## config.mk

```make
export PLATFORM = sky130hd
export DESIGN_NAME = sd_cmd_frame
export DESIGN_NICKNAME = d
export VERILOG_FILES = /design/src/rtl/sd_pkg.sv /design/src/rtl/sd_spi_byte.sv /design/src/rtl/sd_cmd_frame.sv
export SDC_FILE = /design/constraint.sdc
export NUM_CORES = 1
export LEC_CHECK = 0
export ABC_AREA = 1
export CORE_MARGIN = 5
export CORE_UTILIZATION = 46
export DETAILED_ROUTE_END_ITERATION = 16
export PLACE_DENSITY = 0.74
export SLEW_MARGIN = 10
export SYNTH_ARGS = -nofsm -noshare
export SYNTH_HDL_FRONTEND = slang
export SYNTH_SLANG_ARGS = --single-unit
```

## constraint.sdc

```tcl
create_clock -name clk -period 4.8 [get_ports clk]
set_clock_uncertainty 0.2 [all_clocks]
set_input_delay 0.96 -clock clk [delete_from_list [all_inputs] [get_ports clk]]
set_output_delay 0.96 -clock clk [all_outputs]
set_load 0.05 [all_outputs]
```

## src/rtl/sd_pkg.sv

```systemverilog
// Shared types and constants for the SD command path (SPI mode).
package sd_pkg;

  typedef enum logic [2:0] {
    IDLE, PRE, FRAME, POLL, EXTRA, POST, DONE
  } sd_state_e;

  localparam logic [7:0] SD_FILL_BYTE     = 8'hFF;
  localparam logic [6:0] SD_CRC7_POLY     = 7'h09;
  localparam int         SD_FRAME_BYTES   = 6;
  localparam int         SD_TRAILER_BYTES = 4;

  // CRC7 over the 40 leading frame bits, MSB first, register starting at zero.
  function automatic logic [6:0] sd_crc7(input logic [39:0] d);
    logic [6:0] c;
    logic       fb;
    c = '0;
    for (int i = 39; i >= 0; i--) begin
      fb = d[i] ^ c[6];
      c  = {c[5:0], 1'b0};
      if (fb) c = c ^ SD_CRC7_POLY;
    end
    return c;
  endfunction

endpackage

```

## src/rtl/sd_spi_byte.sv

```systemverilog
// SPI mode-0 byte shifter: one byte per start, MSB first, SCLK half-period CLK_DIV clocks.
module sd_spi_byte #(
  parameter int CLK_DIV = 4
) (
  input  logic       clk,
  input  logic       rst,
  input  logic       start,
  input  logic [7:0] tx,
  output logic [7:0] rx,
  output logic       byte_done,
  output logic       sclk,
  output logic       mosi,
  input  logic       miso
);

  localparam int DW = (CLK_DIV > 1) ? $clog2(CLK_DIV) : 1;

  logic          active;
  logic [DW-1:0] div_cnt;
  logic [2:0]    bit_cnt;
  logic [6:0]    sh;
  logic          half_end;

  assign half_end = active && (div_cnt == DW'(CLK_DIV - 1));
  // Asserted in the cycle before the 8th falling edge, so a new start can
  // chain straight on and the byte stream has no gap.
  assign byte_done = half_end && sclk && (bit_cnt == 3'd7);

  always_ff @(posedge clk or posedge rst) begin
    if (rst) begin
      active  <= 1'b0;
      div_cnt <= '0;
      bit_cnt <= '0;
      sh      <= '1;
      rx      <= 8'hFF;
      sclk    <= 1'b0;
      mosi    <= 1'b1;
    end else if (start && (!active || byte_done)) begin
      active  <= 1'b1;
      div_cnt <= '0;
      bit_cnt <= '0;
      sh      <= tx[6:0];
      sclk    <= 1'b0;
      mosi    <= tx[7];
    end else if (byte_done) begin
      active  <= 1'b0;
      div_cnt <= '0;
      sclk    <= 1'b0;
      mosi    <= 1'b1;
    end else if (half_end) begin
      div_cnt <= '0;
      if (!sclk) begin
        sclk <= 1'b1;
        rx   <= {rx[6:0], miso};
      end else begin
        sclk    <= 1'b0;
        bit_cnt <= bit_cnt + 3'd1;
        mosi    <= sh[6];
        sh      <= {sh[5:0], 1'b1};
      end
    end else if (active) begin
      div_cnt <= div_cnt + 1'b1;
    end
  end

endmodule

```

## src/rtl/sd_cmd_frame.sv

```systemverilog
// SD SPI command engine: frame build, R1 poll, optional 32-bit trailer.
// Define SD_CMD_CRC_EN for a real CRC7; otherwise fixed CMD0/CMD8 CRC bytes.
module sd_cmd_frame
  import sd_pkg::*;
#(
  parameter int CLK_DIV = 4,
  parameter int NCR_MAX = 8
) (
  input  logic        clk,
  input  logic        rst,
  input  logic [5:0]  cmd,
  input  logic [31:0] arg,
  input  logic        startprep,
  input  logic        start40prep,
  input  logic        startnocrc,
  output logic        busy,
  output logic        done,
  output logic [7:0]  r1,
  output logic [31:0] r32,
  output logic        timeout,
  output logic        sclk,
  output logic        mosi,
  input  logic        miso,
  output logic        cs_n
);

  localparam logic [7:0] FRAME_LAST = 8'(SD_FRAME_BYTES - 1);
  localparam logic [7:0] POLL_LAST  = 8'(NCR_MAX - 1);
  localparam logic [7:0] TRL_LAST   = 8'(SD_TRAILER_BYTES - 1);

  sd_state_e   state, state_nxt;
  logic [7:0]  idx, idx_nxt;
  logic [47:0] frame_q;
  logic        ext_q;
  logic        accept;
  logic [7:0]  crc_byte;
  logic        spi_start;
  logic [7:0]  spi_tx;
  logic [7:0]  spi_rx;
  logic        byte_done;

  assign accept = (state == IDLE) && (startprep || start40prep || startnocrc);
  assign busy   = (state != IDLE) && (state != DONE);
  assign done   = (state == DONE);

`ifdef SD_CMD_CRC_EN
  always_comb
    crc_byte = (startnocrc && !startprep && !start40prep) ? SD_FILL_BYTE
                                                           : {sd_crc7({2'b01, cmd, arg}), 1'b1};
`else
  // Only CMD0 and CMD8 are CRC-checked by a card still in SPI mode.
  always_comb begin
    case (cmd)
      6'd0:    crc_byte = 8'h95;
      6'd8:    crc_byte = 8'h87;
      default: crc_byte = SD_FILL_BYTE;
    endcase
  end
`endif

  sd_spi_byte #(.CLK_DIV(CLK_DIV)) u_byte (
    .clk       (clk),
    .rst       (rst),
    .start     (spi_start),
    .tx        (spi_tx),
    .rx        (spi_rx),
    .byte_done (byte_done),
    .sclk      (sclk),
    .mosi      (mosi),
    .miso      (miso)
  );

  always_comb begin
    state_nxt = state;
    idx_nxt   = idx;
    spi_start = 1'b0;
    spi_tx    = SD_FILL_BYTE;
    case (state)
      IDLE: if (accept) begin
        spi_start = 1'b1;
        state_nxt = PRE;
      end
      PRE: if (byte_done) begin
        spi_start = 1'b1;
        spi_tx    = frame_q[47:40];
        idx_nxt   = '0;
        state_nxt = FRAME;
      end
      FRAME: if (byte_done) begin
        spi_start = 1'b1;
        if (idx == FRAME_LAST) begin
          idx_nxt   = '0;
          state_nxt = POLL;
        end else begin
          spi_tx  = frame_q[39:32];
          idx_nxt = idx + 8'd1;
        end
      end
      POLL: if (byte_done) begin
        spi_start = 1'b1;
        if (!spi_rx[7]) begin
          idx_nxt   = '0;
          state_nxt = ext_q ? EXTRA : POST;
        end else if (idx == POLL_LAST) begin
          idx_nxt   = '0;
          state_nxt = POST;
        end else begin
          idx_nxt = idx + 8'd1;
        end
      end
      EXTRA: if (byte_done) begin
        spi_start = 1'b1;
        if (idx == TRL_LAST) begin
          idx_nxt   = '0;
          state_nxt = POST;
        end else begin
          idx_nxt = idx + 8'd1;
        end
      end
      POST:    if (byte_done) state_nxt = DONE;
      DONE:    state_nxt = IDLE;
      default: state_nxt = IDLE;
    endcase
  end

  always_ff @(posedge clk or posedge rst) begin
    if (rst) begin
      state   <= IDLE;
      idx     <= '0;
      frame_q <= '1;
      ext_q   <= 1'b0;
      r1      <= 8'hFF;
      r32     <= '0;
      timeout <= 1'b0;
      cs_n    <= 1'b1;
    end else begin
      state <= state_nxt;
      idx   <= idx_nxt;
      cs_n  <= !(state_nxt inside {PRE, FRAME, POLL, EXTRA});
      if (accept) begin
        frame_q <= {2'b01, cmd, arg, crc_byte};
        ext_q   <= start40prep;
        timeout <= 1'b0;
      end
      // Next frame byte always sits in [39:32] once the current one has gone out.
      if (state == FRAME && byte_done) frame_q <= {frame_q[39:0], SD_FILL_BYTE};
      if (state == POLL && byte_done) begin
        if (!spi_rx[7]) begin
          r1 <= spi_rx;
        end else if (idx == POLL_LAST) begin
          r1      <= 8'hFF;
          timeout <= 1'b1;
        end
      end
      if (state == EXTRA && byte_done) r32 <= {r32[23:0], spi_rx};
    end
  end

endmodule

```

# Yosys cells after proc, flatten, opt, wreduce, memory -nomap -nowiden
# Index checks and enable logic that the tools add are counted.
[op_classes]
n_addsub = 3
reduce_logical = 32
bitwise_logic = 3
mux = 59
eq_ne = 23
[op_table]
columns = ["operator", "count"]
rows = [
  ["8-bit two-way mux", 13],
  ["48-bit two-way mux", 2],
  ["3-bit two-way mux", 14],
  ["8-bit one-hot mux with 4 select lines", 1],
  ["7-bit two-way mux", 4],
  ["3-bit one-hot mux with 6 select lines", 1],
  ["1-bit two-way mux", 17],
  ["8-bit by 3-bit == test with 1-bit output, second input constant", 2],
  ["8-bit one-hot mux with 2 select lines", 1],
  ["3-bit == test, second input constant", 5],
  ["7-bit one-hot mux with 2 select lines", 1],
  ["3-bit by 2-bit == test with 1-bit output, second input constant", 4],
  ["4-bit nonzero test", 3],
  ["2-bit != test, second input constant", 5],
  ["1-bit logical AND", 9],
  ["3-bit nonzero test", 3],
  ["8-bit by 1-bit adder with 8-bit output, second input constant", 1],
  ["8-bit by 2-bit == test with 1-bit output, second input constant", 1],
  ["2-bit two-way mux", 4],
  ["2-bit nonzero test", 4],
  ["3-bit by 1-bit == test with 1-bit output, second input constant", 2],
  ["6-bit by 4-bit == test with 1-bit output, second input constant", 1],
  ["6-bit zero test", 1],
  ["5-bit AND reduction", 1],
  ["other kinds (14)", 20],
]
[totals]
regBits = 125
out_inout_bits = 46

# Longest topological paths before layout
# Gate-level depths: netlist (run 1).
[depth]
depth_word = 9
mapped_depth = 13
ltp_nobuf = 12

# Hierarchy
# A second synthesis (run 1) with hierarchy kept.
[hier_totals]
hier_cells = 657
area_unflattened_um2 = 5559.1
[modules_own_cells]
columns = ["mod", "cells_each", "n_inst", "area_per_inst_um2", "seq_area_each_um2"]
rows = [
  ["sd_cmd_frame", 513, 1, 4372.9, 2492.4],
  ["sd_spi_byte", 144, 1, 1186.1, 595.6],
]

# Worst setup path before layout (run 1)
# OpenSTA, ideal clock, no wires.
[synth_path]
path_kind = "reg2out"
startpoint = "register state[0]"
endpoint = "output busy"
t_arrival_ns = 1.603
t_required_ns = 3.640
stages_incl_launch_ff = 3
n_path_buf = 0
setup_slack_ns = 2.037
cell_sequence = "dfrtp_1 -> nor2_1 -> nor2_1"
[synth_via]
elab_chain_len = 2
elab_cells_between_ends = 3
[synth_rtl]
columns = ["element", "line", "text"]
rows = [
  ["start, declared", "sd_cmd_frame.sv:31", "sd_state_e state, state_nxt;"],
  ["start signal, assigned", "sd_cmd_frame.sv:137", "state <= state_nxt;"],
  ["3-bit != test or 3-bit nonzero test (tied branches)", "sd_cmd_frame.sv:43", "assign busy = (state != IDLE) && (state != DONE);"],
  ["1-bit logical AND *", "sd_cmd_frame.sv:43", ""],
  ["end, declared", "sd_cmd_frame.sv:16", "output logic busy,"],
]
# Every way passes the cells marked *; elsewhere a longest branch is shown, timed or not.

# Final worst setup path (run 1)
# Same ends and word-level chain as after synthesis.

==> key figures, run 1 <==
Timing
  • Slew Limit Fails: 0
  • WHS: 0.2768 ns
  • Final critical-path required period: 3.219 ns
  • Final Hold Viols: 0
  • Setup TNS Final: 0 ns
  • Worst-Margin Slew: 1.047 ns
  • Final period utilization: 67.07%
  • RSZ-0062 raised after global routing: false
  • # setup viols final: 0
  • Slew margin rel.: 29.92%
  • FMAX: 310.6 MHz

Critical path
  • Critical Path Source Type: flip-flop
  • CP Capture Type: primary output
  • CP Launch Point: state[0]$_DFF_PP0_
  • Critical Path RT: 3.64 ns
  • Setup Crit Path Kind: flip-flop to primary output
  • R2R Path Start: u_byte.div_cnt[0]$_DFFE_PP0P_
  • R2r setup slk: 1.61 ns
  • Crit path DAT: 2.06 ns
  • R2r endpoint: frame_q[45]$_DFFE_PP1P_
  • Critical Path Sink: busy
  • Worst-path maximum fanout: 7
  • Cells on worst reg2reg path: 10

Synthesis
  • Synth Area in Adders: 1.128%
  • Synth Area in Simple Gates: 23.54%
  • EDFF count, synth: 0
  • Area contributors post-synth: dfstp_2 (32%), dfrtp_1 (23%), nand2_1 (13%)
  • Compound-Gate Fraction of Synth Area: 9.998%
  • Multiplexer share of the synthesized area: 2.167%
  • Post-Synth XOR/XNOR Area: 0.4739%
  • Syn. warnings: 0
  • Synthesized area per cell: 8.772 sq um
  • Post-synthesis sequential area ratio: 55.70%
  • Primary FF master, synth: dfstp_2
  • Synthesized area: 5544 sq um
  • Synth top cells by count: nand2_1 (192), dfstp_2 (68), inv_1 (57), o21ai_0 (53), dfrtp_1 (52)
  • Yosys top cell by area: dfstp_2
  • Largest family of logic cells by synthesized area: simple AND/OR/NAND/NOR gates
  • Most common cell in the synthesized netlist: nand2_1
  • Post-synth ARST share: 100.0%
  • Top cell type's share of synthesized area: 32.23%
  • Synth Register Bits: 120
  • Cell variety after synth: 31
  • Syn Nets: 681
  • Syn Inst Count: 632

Routing
  • Number of remaining DRC errors: 0
  • Drt wl/cell: 14.02 microns
  • Total Routed Length: 12.31 mm
  • Vias: 4520
  • DRT antenna net count: 0
  • Initial DRC count: 298
  • Drt first pass iters: 5
  • DR vias/cell: 5.148

Clock network
  • Clock latency on the worst-skew pair: 0.42 ns
  • TritonCTS clock tree: built
  • Root Buffer: clkbuf_16
  • Setup Fix Bufs, Post-CTS: 0
  • Num CTS Buffers: 17
  • Clock Path Buffers: 2
  • Post-cts sizing count: 0
  • Post-cts hold buffer count: 0
  • CTS H-Tree Depth: 4
  • Clk slew on worst S/H paths: 0.05 ns
  • TritonCTS sink count: 120

Layout
  • Antenna cells: 0
  • Ratio of cells with drive above 1 in the final layout: 17.10%
  • Area Overhead vs Synth: 28.93%
  • Total Nets Final: 767

Run status
  • Outcome: complete, no violations

Power and ir drop
  • Max VDD drop: 0.2704 mV
  • Leakage: 3.158 nW
  • Power Dens Cells: 516.0 nW/um^2
  • Total power: 3.688 mW

Global routing
  • Initial antenna violation count: 0
  • First-pass GRT wire length: 21.11 mm
  • Largest net degree at the start of global routing: 72
  • Vias in the first global route: 4469
  • Total GRT Usage: 18.30%
  • Total gr overflow: 0

Floorplanning
  • Starting Density: 46.54%
  • Num rows: 40
  • Die Footprint: 14350 sq um
  • IO Pins: 90
  • Die Ht: 119.8 microns
  • Die X: 119.8 microns
  • Core area: 11910 sq um

Min path
  • Beginning of the worst hold path: r1[7]$_DFFE_PP1P_
  • Hold WC Path Type: flip-flop to flip-flop

Place
  • GPL Wtd Cong: 0.8253
  • Hpwl dp: 8.494 mm
  • Port Buffer Count: 89

Job
  • Max-Cap Viols: 0
## final cells by class
cell class	count	area, sq um
sequential	120	3088
clock inverter	6	132.6
multi-input combinational	426	2068
tap	147	183.9
clock buffer	26	531.8
timing repair buffer	91	905.9
inverter	62	237.7
fill	1020	4763
## state kept, by name (all words and copies together) (netlist names)
register	cells
frame_q	43
r32	32
idx	8
r1	8
u_byte.rx	8
u_byte.sh	7
state	3
u_byte.bit_cnt	3
u_byte.div_cnt	2
cs_n	1
ext_q	1
timeout	1
u_byte.active	1
u_byte.mosi	1
u_byte.sclk	1
## per-layer routing
layer	vias to the layer above	share of wire [%]	global-route usage, %
met5	-	0	0
met4	0	1.3	5.369
met3	20	6.1	6.645
met2	129	47	28.92
met1	2158	46	23.74
li1	2213	-	-
## cell families after synthesis
logic type,after synthesis
adder cells (fa/ha/maj),5
flip-flops,120
XOR/XNOR,3
AND/OR/NAND/NOR,309
buffers and inverters,86
multiplexers,8
AO/OA/AOI/OAI,101
## cell usage in the layout (no fill, tap or decap), types with 6 or more instances in the layout
cell / n
mux2_4: 8
o21ai_0: 53
nand4_1: 8
nand2_2: 6
dfstp_2: 68
clkdlybuf4s50_1: 89
o211ai_1: 8
clkbuf_16: 19
a21oi_1: 17
inv_1: 56
nand2_1: 192
o21ai_1: 17
dfrtp_1: 52
nor2_1: 46
nand3_1: 48
## critical path, cell delays in order, from the launching register on
cell and delay (ns):
dfrtp_1 0.50, nor2_1 0.07, nand2_1 0.09, inv_2 0.06
nor2_1 0.10, clkdlybuf4s50_1 0.82
## power by group
group          switching [mW]  internal [mW]  leakage (nW)
Clock                   0.431          0.972         0.321
Sequential              0.165           1.42          1.41
Combinational           0.433          0.265          1.42
## worst min path at each step
stage,end,depth (start not counted)
global placement,r1[7]$_DFFE_PP1P_,2
finish,r1[7]$_DFFE_PP1P_,2
floorplan,u_byte.bit_cnt[1]$_DFFE_PP0P_,2
detailed placement,frame_q[43]$_DFFE_PP1P_,2
CTS,frame_q[43]$_DFFE_PP1P_,2
global route,frame_q[24]$_DFFE_PP1P_,2
## per-stage QoR
step                cell area, sq um  cells  worst slack [ns]  util [%]
finish                          7148    878             1.581     60.01
CTS                             7148    878             1.570     60.01
global placement                6484    846             1.617     54.43
detailed placement              6484    846             1.539     54.43
global route                    7148    878             1.324     60.01
floorplan                       5544    632            0.5667         -
Note: power is estimated with default switching activity, not from simulation.
==> run 2: changes to the inputs <==
Clock period 4.8 ns to 3.1 ns, I/O delays scaled along.
==> run 2 against run 1 <==
Effect of this change:
- clock-buffer cell count shrank 9
- global-route usage rose by 0.068 points
- clock power up 52%
- final cell count up 0.46%
- routed wire length up 2.2%
- critical endpoint unchanged
- critical path depth unchanged
- highest routed layer unchanged
- sequential power up 55%
- final area is 0.65% higher
==> key figures, run 2 (synthesis results as in run 1) <==
Timing
  • Worst-Margin Slew: 0.6321 ns (was 1.047 ns)
  • Setup ws final: 0.2124 ns (was 1.581 ns)
  • Final critical-path required period: 2.888 ns
  • FMAX: 346.3 MHz
  • Final Hold Viols: 0 (unchanged)
  • Final period utilization: 93.15%
  • # setup viols final: 0 (unchanged)
  • Slew margin rel.: 57.86% (was 29.92%)
  • Slew Limit Fails: 0 (unchanged)
  • WHS: 0.2646 ns (was 0.2768 ns)
  • RSZ-0062 raised after global routing: false (unchanged)
  • Setup TNS Final: 0 ns (unchanged)

Routing
  • Vias: 4600 (was 4520)
  • Total Routed Length: 12.58 mm (was 12.31 mm)
  • Drt first pass iters: 5 (unchanged)
  • DRT antenna net count: 0 (unchanged)
  • Initial DRC count: 321 (was 298)
  • Number of remaining DRC errors: 0 (unchanged)
  • Drt wl/cell: 14.26 microns (was 14.02 microns)
  • DR vias/cell: 5.215 (was 5.148)

Floorplanning
  • Die X: 119.8 microns (unchanged)
  • Starting Density: 46.54% (unchanged)
  • Die Ht: 119.8 microns (unchanged)
  • Num rows: 40 (unchanged)
  • Core area: 11910 sq um (unchanged)
  • IO Pins: 90 (unchanged)
  • Die Footprint: 14350 sq um (unchanged)

Power and ir drop
  • Net Sw Frac: 29.97% (was 27.91%)
  • Power Dens Cells: 790.9 nW/um^2 (was 516.0 nW/um^2)
  • Comb power frac: 19.3% (was 18.9%)
  • Max VDD drop: 0.3984 mV (was 0.2704 mV)
  • Part of the power in registers: 43.3% (was 43.0%)
  • Clock share of power: 37.4% (was 38.0%)
  • Internal power: 3.985 mW (was 2.659 mW)
  • Total power: 5.690 mW (was 3.688 mW)
  • Leakage: 3.181 nW (was 3.158 nW)
  • Net switching power: 1.705 mW (was 1.029 mW)

Layout
  • # fillers: 991 (was 1020)
  • Max FFs per register: 43 (unchanged)
  • Total Nets Final: 771 (was 767)
  • Most frequent cells in the layout: nand2_1 (192), clkdlybuf4s50_1 (89), dfstp_2 (68), inv_1 (56), o21ai_0 (53) (unchanged)
  • Final instance area: 7194 sq um (was 7148 sq um)
  • Antenna cells: 0 (unchanged)
  • Commonest non-fill, non-tap cell in the layout: nand2_1 (unchanged)
  • Ratio of cells with drive above 1 in the final layout: 18.10% (was 17.10%)
  • Core Util, Final: 60.40% (was 60.01%)
  • Area Overhead vs Synth: 29.77% (was 28.93%)
  • Multi-input gate area in the final layout: 2068 sq um (unchanged)
  • Biggest register: frame_q (unchanged)
  • Largest regs: frame_q: 43 flops, r32: 32 flops (unchanged)
  • Reg area: 3088 sq um (unchanged)
  • Final std cells w/o fill: 882 (was 878)

Global routing
  • Top Usage Layer GRT: met2 (unchanged)
  • Met1 global-route usage: 23.26% (was 23.74%)
  • Met2 Use GR: 29.27% (was 28.92%)
  • Vias in the first global route: 4461 (was 4469)
  • Largest net degree at the start of global routing: 121 (was 72)
  • Total GRT Usage: 18.37% (was 18.30%)
  • Total gr overflow: 0 (unchanged)
  • Met3 Resource Use GR: 6.032% (was 6.645%)
  • First-pass GRT wire length: 21.13 mm (was 21.11 mm)
  • Initial antenna violation count: 0 (unchanged)

Clock network
  • CTS H-Tree Depth: 4 (unchanged)
  • Root Buffer: clkbuf_16 (unchanged)
  • Clock Path Buffers: 2 (unchanged)
  • TritonCTS sink count: 120 (unchanged)
  • TritonCTS clock tree: built (unchanged)
  • Clk slew on worst S/H paths: 0.06 ns (was 0.05 ns)
  • Num CTS Buffers: 17 (unchanged)
  • Post-cts hold buffer count: 0 (unchanged)
  • Setup Fix Bufs, Post-CTS: 0 (unchanged)
  • Clock latency on the worst-skew pair: 0.42 ns (about the same)
  • Post-cts sizing count: 0 (unchanged)

Place
  • Post-placement cell area: 6553 sq um (was 6484 sq um)
  • Port Buffer Count: 89 (unchanged)
  • Hpwl dp: 8.680 mm (was 8.494 mm)
  • Place WS: 0.6065 ns (was 1.539 ns)
  • GPL Wtd Cong: 0.8677 (was 0.8253)
  • Placed Cells: 850 (was 846)

Critical path
  • Crit path DAT: 2.07 ns (was 2.06 ns)
  • Critical Path Source Type: flip-flop (unchanged)
  • Cells on worst reg2reg path: 10 (unchanged)
  • Critical Path RT: 2.28 ns (was 3.64 ns)
  • Worst-path maximum fanout: 7 (unchanged)
  • Setup Crit Path Kind: flip-flop to primary output (unchanged)
  • R2r setup slk: 0.57 ns (was 1.61 ns)
  • CP Capture Type: primary output (unchanged)

Job
  • Max-Cap Viols: 0 (unchanged)

Min path
  • WHS Path Cells: 2 (unchanged)
  • Hold WC Path Type: flip-flop to flip-flop (unchanged)

Run status
  • Outcome: complete, no violations (unchanged)
==> run 2: power groups by stage <==
stage | clock [mW] | sequential (mW) | combinational, mW
floorplan | 0 | 2.45 | 0.757
global placement | 0 | 2.46 | 1.04
detailed placement | 0 | 2.48 | 1.10
CTS | 2.16 | 2.46 | 1.11
global route | 2.25 | 2.52 | 1.25
finish | 2.13 | 2.47 | 1.10
==> run 2: path summary, 6_finish.rpt <==
check,startpoint,endpoint
setup reg to reg,u_byte.bit_cnt[0]$_DFFE_PP0P_,frame_q[38]$_DFFE_PP1P_
max in group asynchronous,rst,r32[24]$_DFFE_PP0P_
hold reg to reg,r1[7]$_DFFE_PP1P_,r1[7]$_DFFE_PP1P_
hold / removal,r1[7]$_DFFE_PP1P_,r1[7]$_DFFE_PP1P_
min in group asynchronous,rst,ext_q$_DFFE_PP0P_
setup / recovery,state[0]$_DFF_PP0_,busy
==> run 2: layout make-up <==
class | instances | share of cell area (%)
clock buffer | 17 | 5.913
clock inverter | 15 | 3.009
inverter | 62 | 3.322
multi-input combinational | 426 | 28.75
sequential | 120 | 42.92
tap | 147 | 2.557
timing repair buffer | 95 | 13.53
==> run 2: per-layer routing <==
metal | part of all wire (%) | wire length, microns | vias to the layer above
met2 | 47 | 5912 | 159
met4 | 1.7 | 211 | 0
met1 | 45 | 5661 | 2181
li1 | - | - | 2236
met5 | 0 | 0 | -
met3 | 6.3 | 790 | 24
==> run 2: critical path, stage by stage (launching register included) <==
cell,delay (ns)
dfrtp_1,0.49
nor2_1,0.07
nand2_1,0.10
inv_2,0.06
nor2_1,0.10
clkdlybuf4s50_1,0.82
